--- config.mk ---
export PLATFORM = sky130hd
export DESIGN_NAME = fpga2_selfcheck
export DESIGN_NICKNAME = d
export VERILOG_FILES = /design/src/rtl/fpga2_selfcheck.sv
export SDC_FILE = /design/constraint.sdc
export NUM_CORES = 1
export LEC_CHECK = 0
export CORE_MARGIN = 8
export CORE_UTILIZATION = 44
export DETAILED_ROUTE_END_ITERATION = 16
export PLACE_DENSITY = 0.79
export SETUP_SLACK_MARGIN = 0.5
export SYNTH_ARGS = -nofsm -noshare
export SYNTH_HDL_FRONTEND = slang
export SYNTH_SLANG_ARGS = --single-unit
--- constraint.sdc ---
create_clock -name clk -period 6.8 [get_ports clk]
set_input_delay 1.7 -clock clk [delete_from_list [all_inputs] [get_ports clk]]
set_output_delay 1.7 -clock clk [all_outputs]
set_load 0.01 [all_outputs]
--- src/rtl/fpga2_selfcheck.sv ---
// Hex digit to 7-segment decoder with an independently predicted Berger check symbol.
// One cycle latency; the two-rail checker output is combinational from the registered outputs.
module fpga2_selfcheck (
  input  logic clk,
  input  logic rst,
  input  logic a,
  input  logic b,
  input  logic c,
  input  logic d,
  output logic g0,
  output logic g1,
  output logic g2,
  output logic g3,
  output logic g4,
  output logic g5,
  output logic g6,
  output logic e,
  output logic f,
  output logic g,
  output logic x,
  output logic y
);

  logic [3:0] w_digit;
  logic [6:0] w_seg;    // bit 6 = g0 (segment a) ... bit 0 = g6 (segment g)
  logic [2:0] w_chk;
  logic [2:0] w_zeros;
  logic [6:0] r_seg;
  logic [2:0] r_chk;

  assign w_digit = {a, b, c, d};

  always_comb begin
    w_seg = 7'b0000000;
    case (w_digit)
      4'h0: w_seg = 7'b1111110;
      4'h1: w_seg = 7'b0110000;
      4'h2: w_seg = 7'b1101101;
      4'h3: w_seg = 7'b1111001;
      4'h4: w_seg = 7'b0110011;
      4'h5: w_seg = 7'b1011011;
      4'h6: w_seg = 7'b1011111;
      4'h7: w_seg = 7'b1110000;
      4'h8: w_seg = 7'b1111111;
      4'h9: w_seg = 7'b1111011;
      4'hA: w_seg = 7'b1110111;
      4'hB: w_seg = 7'b0011111;
      4'hC: w_seg = 7'b1001110;
      4'hD: w_seg = 7'b0111101;
      4'hE: w_seg = 7'b1001111;
      4'hF: w_seg = 7'b1000111;
      default: w_seg = 7'b0000000;
    endcase
  end

  // Check symbol comes straight from the digit so a segment-logic fault cannot track into it.
  always_comb begin
    w_chk = 3'd0;
    case (w_digit)
      4'h0: w_chk = 3'd1;
      4'h1: w_chk = 3'd5;
      4'h2: w_chk = 3'd2;
      4'h3: w_chk = 3'd2;
      4'h4: w_chk = 3'd3;
      4'h5: w_chk = 3'd2;
      4'h6: w_chk = 3'd1;
      4'h7: w_chk = 3'd4;
      4'h8: w_chk = 3'd0;
      4'h9: w_chk = 3'd1;
      4'hA: w_chk = 3'd1;
      4'hB: w_chk = 3'd2;
      4'hC: w_chk = 3'd3;
      4'hD: w_chk = 3'd2;
      4'hE: w_chk = 3'd2;
      4'hF: w_chk = 3'd3;
      default: w_chk = 3'd0;
    endcase
  end

  always_ff @(posedge clk) begin
    if (rst) begin
      r_seg <= 7'b0000000;
      r_chk <= 3'b111;
    end else begin
      r_seg <= w_seg;
      r_chk <= w_chk;
    end
  end

  always_comb begin
    w_zeros = 3'd0;
    for (int i = 0; i < 7; i++) begin
      w_zeros = w_zeros + {2'b00, ~r_seg[i]};
    end
  end

  assign {g0, g1, g2, g3, g4, g5, g6} = r_seg;
  assign {e, f, g} = r_chk;

  // Rail 0 is held high so the checker only ever emits 10 (ok) or 11 (error).
  assign x = 1'b1;
  assign y = (w_zeros != r_chk);

endmodule

# [Word-level counts from Yosys, hierarchy flattened]
# Memory sizes are Yosys's and may differ from the RTL's. A register that Yosys moved wholly into a read port is not among the register bits.
# Cells that the tools add are included.
[op_classes] n_addsub=6 eq_ne=1 bitwise_logic=7
[op_table] operator="$add A3 B1 Y3" count=4
[op_table] operator="$not A1 Y1" count=7
[op_table] operator="$add A2 B1 Y3" count=1
[op_table] operator="$ne A3 B3 Y1" count=1
[op_table] operator="$add A1 B1 Y2" count=1
[totals] regBits=0 mem_bits_ro=160 input_bits=6 output_inout_bits=12 wordCells=16 mem_count=2
[mem_list] name="(no name shown)" depth=16 width=7 read_ports=1 rd_clocked_by_memory_dff=1 write_ports=0 line="35" rtl="case (w_digit)"
[mem_list] name="(no name shown)" depth=16 width=3 read_ports=1 rd_clocked_by_memory_dff=1 write_ports=0 line="59" rtl="case (w_digit)"

# [Depth between registers and ports, before layout]
# Gate-level depths: netlist (run 1).
[logic_depth] word_depth=8 ltp_mapped=8 depth_no_buf=8

# [Least setup slack after synthesis (run 1)]
# Ideal clock, no wire load.
[synth_path] path_type="reg2out" from="register r_seg[6]" to="output port y" arrival_ns=2.512 required_ns=5.100 path_slack_ns=2.588 stages_incl_launch_ff=9 n_path_buf=0 path_cell_list="dfxtp_1 -> inv_1 -> fa_1 -> fa_1 -> fa_1 -> inv_1 -> fa_1 -> xor2_1 -> nand3_1"
[synth_between] elab_chain_cells=3
[synth_lines] item="start, declared" line="28" rtl="logic [6:0] r_seg;"
[synth_lines] item="$not A1 Y1" line="93" rtl="w_zeros = w_zeros + {2'b00, ~r_seg[i]};"
[synth_lines] item="$add A3 B1 Y3" line="93"
[synth_lines] item="$ne A3 B3 Y1" line="102" rtl="assign y = (w_zeros != r_chk);"
[synth_lines] item="end, declared" line="21" rtl="output logic y"
# Every way passes these cells.

# [Worst setup path in the final report (run 1)]
# Same ends and word-level chain as after synthesis.

==> results of run 1 <==
## power by group through the flow
stage	clock (uW)	sequential [uW]	combinational (uW)
2_1_floorplan	0	69.4	42.3
3_3_place_gp	0	67.0	65.9
3_5_place_dp	0	67.2	67.7
4_1_cts	52.7	65.9	68.1
5_1_grt	53.7	66.4	76.0
6_report	51.1	65.8	66.3
## registers in the layout, summed over array words and instances (netlist names)
| signal | count |
|---|---|
| r_seg | 7 |
| r_chk | 3 |
## cell usage after synthesis
cell,instances
a211o_1,1
a211oi_1,1
a211oi_2,3
a21oi_1,5
a21oi_2,1
a311oi_1,2
buf_1,1
buf_2,1
buf_4,1
buf_6,3
conb_1,1
dfxtp_1,10
fa_1,4
ha_1,8
inv_1,14
inv_2,1
mux2i_1,2
nand2_1,6
nand2b_2,1
nand3_1,1
nor2_1,3
nor2b_1,1
nor3_1,2
o211ai_1,1
o21ai_1,2
o21bai_1,2
o22ai_1,1
or2_4,1
xnor2_1,1
xor2_1,3
## logic make-up (layout without fill, tap and decap cells)
| family | after synthesis | in the layout | synth area share [%] |
|---|---|---|---|
| DFF | 10 | 10 | 26.3 |
| muxes | 2 | 2 | 2.63 |
| other | 1 | 1 | 0.492 |
| and+or+nand+nor | 15 | 15 | 9.52 |
| AOI/OAI and AO/OA | 19 | 19 | 18.9 |
| adders and majority gates | 12 | 12 | 23.6 |
| xor gates and xnor gates | 4 | 4 | 4.60 |
| buffers and inverters | 21 | 35 | 14.0 |
## worst min path at each step
stage	slack [ns]	to	cells past startpoint	from
after floorplan	1.91	r_chk[1]	3	c
after global placement	2.46	g0	1	r_seg[6]
after detailed placement	2.46	g6	1	r_seg[0]
after CTS	2.21	r_seg[4]	2	rst
after global routing	2.28	r_seg[3]	2	rst
final	2.22	r_seg[4]	2	rst
## routing by layer
metal  share of wire, %  GRT usage, %  up-vias
li1                   -             -      295
met1                 44          9.50      254
met2                 48          15.1       18
met3                5.5          1.32        4
met4                1.9          6.43        0
met5                  0             0        -
## stage by stage
stage	setup slack, ns	std cells
after floorplan	2.59	84
after global placement	2.15	111
after detailed placement	2.09	111
after CTS	1.80	115
after global routing	1.68	115
final	1.83	115
## final cells by class
type / instances / area (sq um)
flip-flops and latches: 10 / 200
clock buffers: 4 / 36.3
multi-input cells: 53 / 455
fillers: 155 / 741
inverters: 15 / 56.3
repair buffers: 16 / 160
well taps: 17 / 21.3
==> results by group, run 1 <==
Power
  – Max VDD drop: 0.0000686 V
  – Power density cells: 197 nW/um^2
  – Reg power frac: 35.9%
  – Net Sw Frac: 28.9%
  – Pleak: 0.000426 uW
  – Combinational share of power: 36.2%
  – P_int: 130 uW
  – Clock power frac: 27.9%
  – Net Sw Power: 53.0 uW
  – Pwr Total: 183 uW

STA
  – Actual slew at the worst max-slew pin: 0.637 ns
  – Endpoints failing setup: 0
  – Minimum clock period: 4.97 ns
  – Final setup TNS: 0 ns
  – Maximum clock frequency: 201 MHz
  – Worst hold slack: 2.22 ns
  – Tcrit/Tclk final: 73.1%
  – Pins Over Slew Limit: 0
  – Slew headroom: 57.4%
  – Unrepaired setup endpoints after global routing: false
  – Final hold violation count: 0

Routing
  – DRC viols: 0
  – DRT Wirelength: 1.33 mm
  – Avg WL per Cell: 11.5 um
  – Via count: 571
  – Vias/cell: 4.97
  – Antenna Nets Post-Route: 0
  – Pre-antenna DRT Iters: 2
  – 1st-iter DRT viols: 13

Clock tree
  – CTS tree: yes
  – Postcts setup bufs: 0
  – Num CTS Buffers: 3
  – Sink Count: 10
  – Hold Buf Count CTS: 0
  – Clock root buffer: clkbuf_4
  – CTS clk-pin slew, worst paths: 0.06 ns
  – Post-cts sizing count: 0
  – Clock buffer depth: 2
  – H-tree depth: 1

Place
  – Placed cell areas: 893 sq um
  – HPWL after DPL: 1.14 mm
  – Input/output buffers: 16
  – Routability cong.: 0.836

GRT
  – GRT Resource Usage Total: 8.76%
  – Largest net degree at the start of global routing: 20
  – Global-route wire length before repair: 2.34 mm
  – Vias in the first global route: 557
  – Overflow after GRT: 0
  – Initial antenna violation count: 0

Floorplanning
  – Area of the die: 3320 sq um
  – Initial core utilization: 45.6%
  – Die height: 57.6 um
  – Ports: 18
  – Total core area: 1670 sq um
  – Die Span X: 57.6 um
  – Cell Rows: 15

Setup path
  – Largest fanout on the critical path: 2
  – Crit path largest cell delay: 0.55 ns
  – CP Class: flop to output port
  – WP buf/inv: 3
  – Startpoint types: flop
  – CP Cell Sequence: inv_1 -> fa_1 -> fa_1 -> fa_1 -> inv_1 -> fa_1 -> xor2_1 -> nand3_1 -> clkdlybuf4s50_1
  – Worst path depth: 9
  – Worst setup path endpoint: y
  – Worst Setup End Kind: output port
  – Most used cell, CP: fa_1
  – Slowest CP cell: fa_1
  – CP delay by family, top: adder cells
  – Arrival @ worst endpoint: 3.27 ns
  – Critical path data required time: 5.10 ns
  – Worst Setup SP: r_seg[6]

Finish
  – Area delta synth->final: 22.0%
  – Design area: 930 sq um
  – Most common cell after layout, fill and taps aside: clkdlybuf4s50_1
  – Nets: 117
  – Util after Layout: 55.7%
  – Most frequent cells in the layout: clkdlybuf4s50_1 (16), inv_1 (14), dfxtp_1 (10)
  – Number of diodes: 0
  – Share of layout cells above drive strength 1: 11.2%

Synthesis
  – Sequential area share after synthesis: 26.3%
  – Syn. warnings: 0
  – Synth Instances: 84
  – Top-area cell type share of the netlist area: 26.3%
  – Post-Syn Nets: 102
  – Netlist cell types: 30
  – Syn Area/Cell: 9.07 sq um
  – Post-synthesis register bit count: 10
  – Post-Syn Area: 762 sq um
  – Synth area leader: dfxtp_1
  – Dominant cells by area after synthesis: dfxtp_1 (26%), ha_1 (13%), fa_1 (11%)

Worst hold path
  – Worst Hold Class: primary input to flop

Outcome
  – Status: finished clean

Job
  – Max Cap Viol: 0
No activity file was read; power rests on OpenSTA's default activity.
==> run 2: changes to the inputs <==
--- a/config.mk
+++ b/config.mk
@@ -6,9 +6,9 @@
 export NUM_CORES = 1
 export LEC_CHECK = 0
 export CORE_MARGIN = 8
-export CORE_UTILIZATION = 44
+export CORE_UTILIZATION = 43
 export DETAILED_ROUTE_END_ITERATION = 16
-export PLACE_DENSITY = 0.79
+export PLACE_DENSITY = 0.8
 export SETUP_SLACK_MARGIN = 0.5
 export SYNTH_ARGS = -nofsm -noshare
 export SYNTH_HDL_FRONTEND = slang
==> constraint.sdc (replaced) <==
create_clock -name clk -period 4.43 [get_ports clk]
set_input_delay 1.1075 -clock clk [delete_from_list [all_inputs] [get_ports clk]]
set_output_delay 1.1075 -clock clk [all_outputs]
set_load 0.01 [all_outputs]
==> run 2 against run 1 <==
Compared with the run above: global-route usage grew 0.93 points; via count shrank 1.4%; die area grew 1.7%; critical path depth is the same; flip-flop and latch count is the same; sequential power grew 53%; hold slack lost 0.58 ns; total power grew 53%; clock power grew 51%; utilization shrank 0.62 points; critical endpoint unchanged; largest cell class unchanged; final cell count is the same; first-iteration DRC count is the same.
==> results by group, run 2 (synthesis gave the netlist of run 1 again) <==
Outcome
  – Status: finished clean

GRT
  – Global-route wire length before repair: 2.59 mm (+11%)
  – Overflow after GRT: 0 (unchanged)
  – Largest net degree at the start of global routing: 20 (unchanged)
  – Vias in the first global route: 596 (+7.0%)
  – Initial antenna violation count: 0 (unchanged)
  – GRT Resource Usage Total: 9.70% (+0.93 points)

STA
  – Final setup TNS: 0 ns (unchanged)
  – Minimum clock period: 3.91 ns
  – Slew headroom: 56.2% (-1.2 points)
  – Worst hold slack: 1.64 ns (-0.581 ns)
  – Endpoints failing setup: 0 (unchanged)
  – Final hold violation count: 0 (unchanged)
  – Unrepaired setup endpoints after global routing: true
  – Actual slew at the worst max-slew pin: 0.655 ns (+0.0174 ns)
  – Pins Over Slew Limit: 0 (unchanged)
  – Tcrit/Tclk final: 88.2%
  – Maximum clock frequency: 256 MHz

Finish
  – Most frequent cells in the layout: clkdlybuf4s50_1 (15), inv_1 (13), ha_1 (8), dfxtp_1 (8), nand2_1 (6)
  – FF+latch area: 203 sq um (+1.2%)
  – Share of layout cells above drive strength 1: 16.3% (+5.1 points)
  – Area delta synth->final: 22.0% (unchanged)
  – Number of diodes: 0 (unchanged)
  – FILL cells: 149 (-3.9%)
  – Biggest regs: r_seg: 7 flops, r_chk: 3 flops
  – Non-Filler Instances: 115 (unchanged)
  – Multi-input logic area: 458 sq um (+0.55%)
  – Nets: 117 (unchanged)
  – Most common cell after layout, fill and taps aside: clkdlybuf4s50_1
  – Max FFs per register: 7 (unchanged)
  – Most flops, register: r_seg

Place
  – HPWL after DPL: 1.18 mm (+3.5%)
  – Placed insts: 111 (unchanged)
  – Input/output buffers: 16 (unchanged)
  – Routability cong.: 0.824 (-1.4%)

Setup path
  – Largest fanout on the critical path: 2 (unchanged)
  – Critical path data required time: 3.32 ns (-1.78 ns)
  – Arrival @ worst endpoint: 2.80 ns (-0.47 ns)
  – Worst Setup End Kind: output port
  – Startpoint types: flop
  – CP Class: flop to output port

Routing
  – Via count: 563 (-1.4%)
  – Met3 WL: 127 um (+74%)
  – Avg WL per Cell: 12.2 um (+5.9%)
  – DRC viols: 0 (unchanged)
  – DRT Wirelength: 1.40 mm (+5.9%)
  – Antenna Nets Post-Route: 0 (unchanged)
  – Met1 WL: 611 um (+4.8%)
  – Vias/cell: 4.90 (-1.4%)
  – 1st-iter DRT viols: 13 (unchanged)
  – Highest Signal Layer: met4
  – Met2 WL: 655 um (+2.0%)
  – Pre-antenna DRT Iters: 4 (+2)

Floorplanning
  – Ports: 18 (unchanged)
  – Die Span X: 58.1 um (+0.83%)
  – Die height: 58.1 um (+0.83%)
  – Total core area: 1690 sq um (+1.1%)
  – Initial core utilization: 45.1% (-0.51 points)
  – Area of the die: 3380 sq um (+1.7%)
  – Cell Rows: 15 (unchanged)

Worst hold path
  – Worst Hold Class: primary input to flop

Job
  – Max Cap Viol: 0 (unchanged)

Clock tree
  – CTS tree: yes
  – Clock buffer depth: 2 (unchanged)
  – Clock root buffer: clkbuf_4
  – Postcts setup bufs: 0 (unchanged)
  – CTS clk-pin slew, worst paths: 0.06 ns (about the same)
  – Num CTS Buffers: 3 (unchanged)
  – H-tree depth: 1 (unchanged)
  – Sink Count: 10 (unchanged)

Power
  – Pwr Total: 280 uW (+53%)
  – Power density cells: 301 nW/um^2 (+53%)
  – Max VDD drop: 0.000148 V (+120%)
  – Pleak: 0.000423 uW (-0.76%)
-- run 2: timing repair --
item	4_1_cts	5_1_grt
setup endpoints to repair	1	1
pin swaps	3	3
gates resized for setup	6	2
cloned	0	0
hold buffers	0	0
-- run 2: metal layers --
| metal | vias up | GRT usage (%) |
|---|---|---|
| met5 | - | 0 |
| met3 | 2 | 3.97 |
| met4 | 0 | 5.24 |
| met1 | 247 | 10.3 |
| li1 | 296 | - |
| met2 | 18 | 15.9 |
-- run 2: worst max-delay path: stages (launching register included) --
cell and delay (ns):
dfxtp_2 0.32, inv_1 0.05, fa_1 0.54, fa_1 0.43, fa_2 0.35, inv_2 0.06, fa_1 0.41, xor2_1 0.16
nand3_1 0.08, buf_2 0.14
-- run 2: area by class of cell --
| class | count | share of cell area (%) |
|---|---|---|
| tap | 17 | 2.29 |
| timing repair buffer | 16 | 16.7 |
| sequential | 10 | 21.8 |
| multi-input combinational | 53 | 49.3 |
| inverter | 15 | 6.06 |
| clock buffer | 4 | 3.90 |
-- run 2: per-stage QoR --
stage	worst slack [ns]	utilization, %	instance area [sq um]
2_1_floorplan	0.810	-	762
3_3_place_gp	0.378	52.9	893
3_5_place_dp	0.308	52.9	893
4_1_cts	0.454	54.9	927
5_1_grt	0.387	55.0	930
6_report	0.523	55.0	930
-- run 2: path summary, 6_finish.rpt --
kind / slack, ns / startpoint / endpoint / cells after the start
setup / recovery: 0.52 / r_seg[6] / y / 9
hold / removal: 1.64 / rst / r_seg[4] / 2
-- run 2: power by group --
part	switching [uW]	internal, uW
registers	3.82	97.6
clock network	27.4	49.7
logic	50.9	50.5
==> RTL change (config.mk and constraints of run 2) <==
Put a register stage on the output `g`. The value now appears one clock later. The other outputs are not delayed to match.
--- a/src/rtl/fpga2_selfcheck.sv
+++ b/src/rtl/fpga2_selfcheck.sv
@@ -20,6 +20,8 @@
   output logic x,
   output logic y
 );
+
+  logic g_d;
 
   logic [3:0] w_digit;
   logic [6:0] w_seg;    // bit 6 = g0 (segment a) ... bit 0 = g6 (segment g)
@@ -95,11 +97,15 @@
   end
 
   assign {g0, g1, g2, g3, g4, g5, g6} = r_seg;
-  assign {e, f, g} = r_chk;
+  assign {e, f, g_d} = r_chk;
 
   // Rail 0 is held high so the checker only ever emits 10 (ok) or 11 (error).
   assign x = 1'b1;
   assign y = (w_zeros != r_chk);
 
+  always_ff @(posedge clk) begin
+    g <= g_d;
+  end
+
 endmodule
 
Function: changed (Yosys sat finds a counterexample within 4 cycles, from zero or initial values and one cycle with rst high).
==> RTL change against run 2 <==
  * Total power down 1.5%
  * Synthesized area grew 2.6%
  * Sequential cell count is 1 higher
  * Routed wire length fell by 3.6%
  * Critical path depth did not move
  * Setup slack better by 0.032 ns
  * Design area increased by 3.1%
  * Count of clock-buffer cells in the layout is the same
  * Critical path type unchanged
  * Largest power group unchanged
  * Highest routed layer is now met3
==> RTL change: results (changes against run 2) <==
filler instances 170 (was 149); DP Area 923.4 um^2 (was 893.4 um^2); sequential share of the synthesized area 28.16% (was 26.27%); maximum vdd drop 125.5 uV (was 147.7 uV); startpoint of the tightest hold check path r_chk[0]$_SDFF_PP1_ (was rst); Max stage delay cell, worst path sky130_fd_sc_hd__fa_1 (unchanged); layout cells sized above 1 19.00% (was 16.33%); Buffers on Ports 16 (unchanged); data arrival time of the critical path 2.77 ns (was 2.80 ns); number of nets at the end of the flow 119 (was 117); share of synthesized registers carrying an async set or reset 0% (unchanged); number of cells on the worst hold path 0 (was 2); total global routing track utilization 8.438% (was 9.698%); relative slew slack 56.73% (was 56.23%); clk slew on worst S/H paths 0.06 ns (about the same); synthesized netlist net count 103 (was 102); post-synthesis mux area share 2.560% (was 2.627%); largest registers r_seg (7), r_chk (3), g (1) (was r_seg (7), r_chk (3)); global-route wire length before repair 2346 um (was 2594 um); pin count of the biggest net entering global routing 20 (unchanged); startpoint of the worst register-to-register path r_chk[0]$_SDFF_PP1_; outcome finished, final reports clean (unchanged); worst hold path type register to register (was primary input to register); total leakage power 0.4295 nW (was 0.4231 nW); post-detailed-route via-to-cell ratio 4.552 (was 4.896); Primary FF master, synth sky130_fd_sc_hd__dfxtp_1 (unchanged); via count of the first global-routing pass 575 (was 596); RR Endpoint g$_DFF_P_; XOR/XNOR share of the synthesized area 4.480% (was 4.598%); synthesized-area fraction occupied by ao, oa, aoi and oai cells 18.40% (was 18.88%); adder-cell share of the synthesized area 23.04% (was 23.65%); library cells used by synthesis 30 (unchanged); total wire length after detailed routing 1353 um (was 1403 um); top post-synthesis cells by area sky130_fd_sc_hd__dfxtp_1, sky130_fd_sc_hd__ha_1, sky130_fd_sc_hd__fa_1 (unchanged); number of DRC violations after detailed-routing iteration 0 13 (unchanged); worst setup slack before clock tree synthesis 0.3279 ns (was 0.3084 ns); number of buffers on the longest clock path 2 (unchanged); largest incremental delay on the critical path 0.54 ns (about the same); Hold Crit Endpoint g$_DFF_P_ (was r_seg[4]$_SDFF_PP0_); commonest cells in the synthesized netlist sky130_fd_sc_hd__inv_1, sky130_fd_sc_hd__dfxtp_1, sky130_fd_sc_hd__ha_1 (unchanged); total iterations of the first detailed-routing run 3 (was 4); number of warnings issued by yosys 0 (unchanged); final estimated routing congestion in global placement 0.8522 (was 0.8241); half-perimeter wire length after placement 1154 um (was 1178 um); diode insertion count for antenna repair 0 (unchanged)
## RTL change: cell types whose count changed in the layout (fill, tap and decap cells not counted), sizes merged
| cell | before | now |
|---|---|---|
| buf | 1 | 2 |
| dfxtp | 10 | 11 |
## RTL change: routing by layer
metal / wire, um / global-route usage [%] / share of wire, %
met3: 115 / 3.478 / 8.5
met1: 609 / 9.057 / 45
met4: 0 / 3.754 / 0
met5: 0 / 0 / 0
met2: 628 / 14.17 / 46
## RTL change: kinds of logic after synthesis
logic type	count (synthesis)
buffers and inverters	21
AO/OA/AOI/OAI	19
AND/OR/NAND/NOR	15
adder cells (fa/ha/maj)	12
flip-flops	11
XOR/XNOR	4
multiplexers	2
other	1
## RTL change: timing repair
action,CTS,global route
setup endpoints to repair,1,1
resized for setup,8,3
hold buffers,0,0
buffers inserted,0,1
pin swaps,6,5
## RTL change: how the worst max path moves through the flow
stage                              startpoint  end  slack, ns  depth (start not counted)
after floorplan           r_seg[6]$_SDFF_PP0_    y       0.81                          8
after global placement    r_seg[6]$_SDFF_PP0_    y       0.38                          9
after detailed placement  r_seg[6]$_SDFF_PP0_    y       0.33                          9
after CTS                 r_seg[1]$_SDFF_PP0_    y       0.47                          9
after global routing      r_seg[6]$_SDFF_PP0_    y       0.42                          9
final                     r_seg[6]$_SDFF_PP0_    y       0.55                          9
## RTL change: cell type report
type / instances / area (um^2) / share of cell area [%]
timing repair buffer: 17 / 162.7 / 16.97
multi-input combinational: 53 / 457.9 / 47.78
clock buffer: 4 / 26.28 / 2.742
tap: 25 / 31.28 / 3.264
inverter: 15 / 56.30 / 5.875
sequential: 11 / 224.0 / 23.37
## RTL change: report_power, final
group | switching, mW | leakage [nW] | internal, mW
clock | 0.0274 | 0.0150 | 0.0346
combinational | 0.0504 | 0.322 | 0.0515
sequential | 0.00416 | 0.0929 | 0.108
total | 0.0819 | 0.430 | 0.194
## RTL change: through the flow
| stage | cells | hold slack [ns] | total power [mW] |
|---|---|---|---|
| final | 125 | 0.3676 | 0.2757 |
| after global routing | 125 | 0.3730 | 0.2957 |
| after CTS | 124 | 0.3708 | 0.2800 |
| after detailed placement | 120 | 0.3627 | 0.2182 |
| after global placement | 120 | 0.3614 | 0.2133 |
| after floorplan | 85 | 0.3499 | 0.1817 |
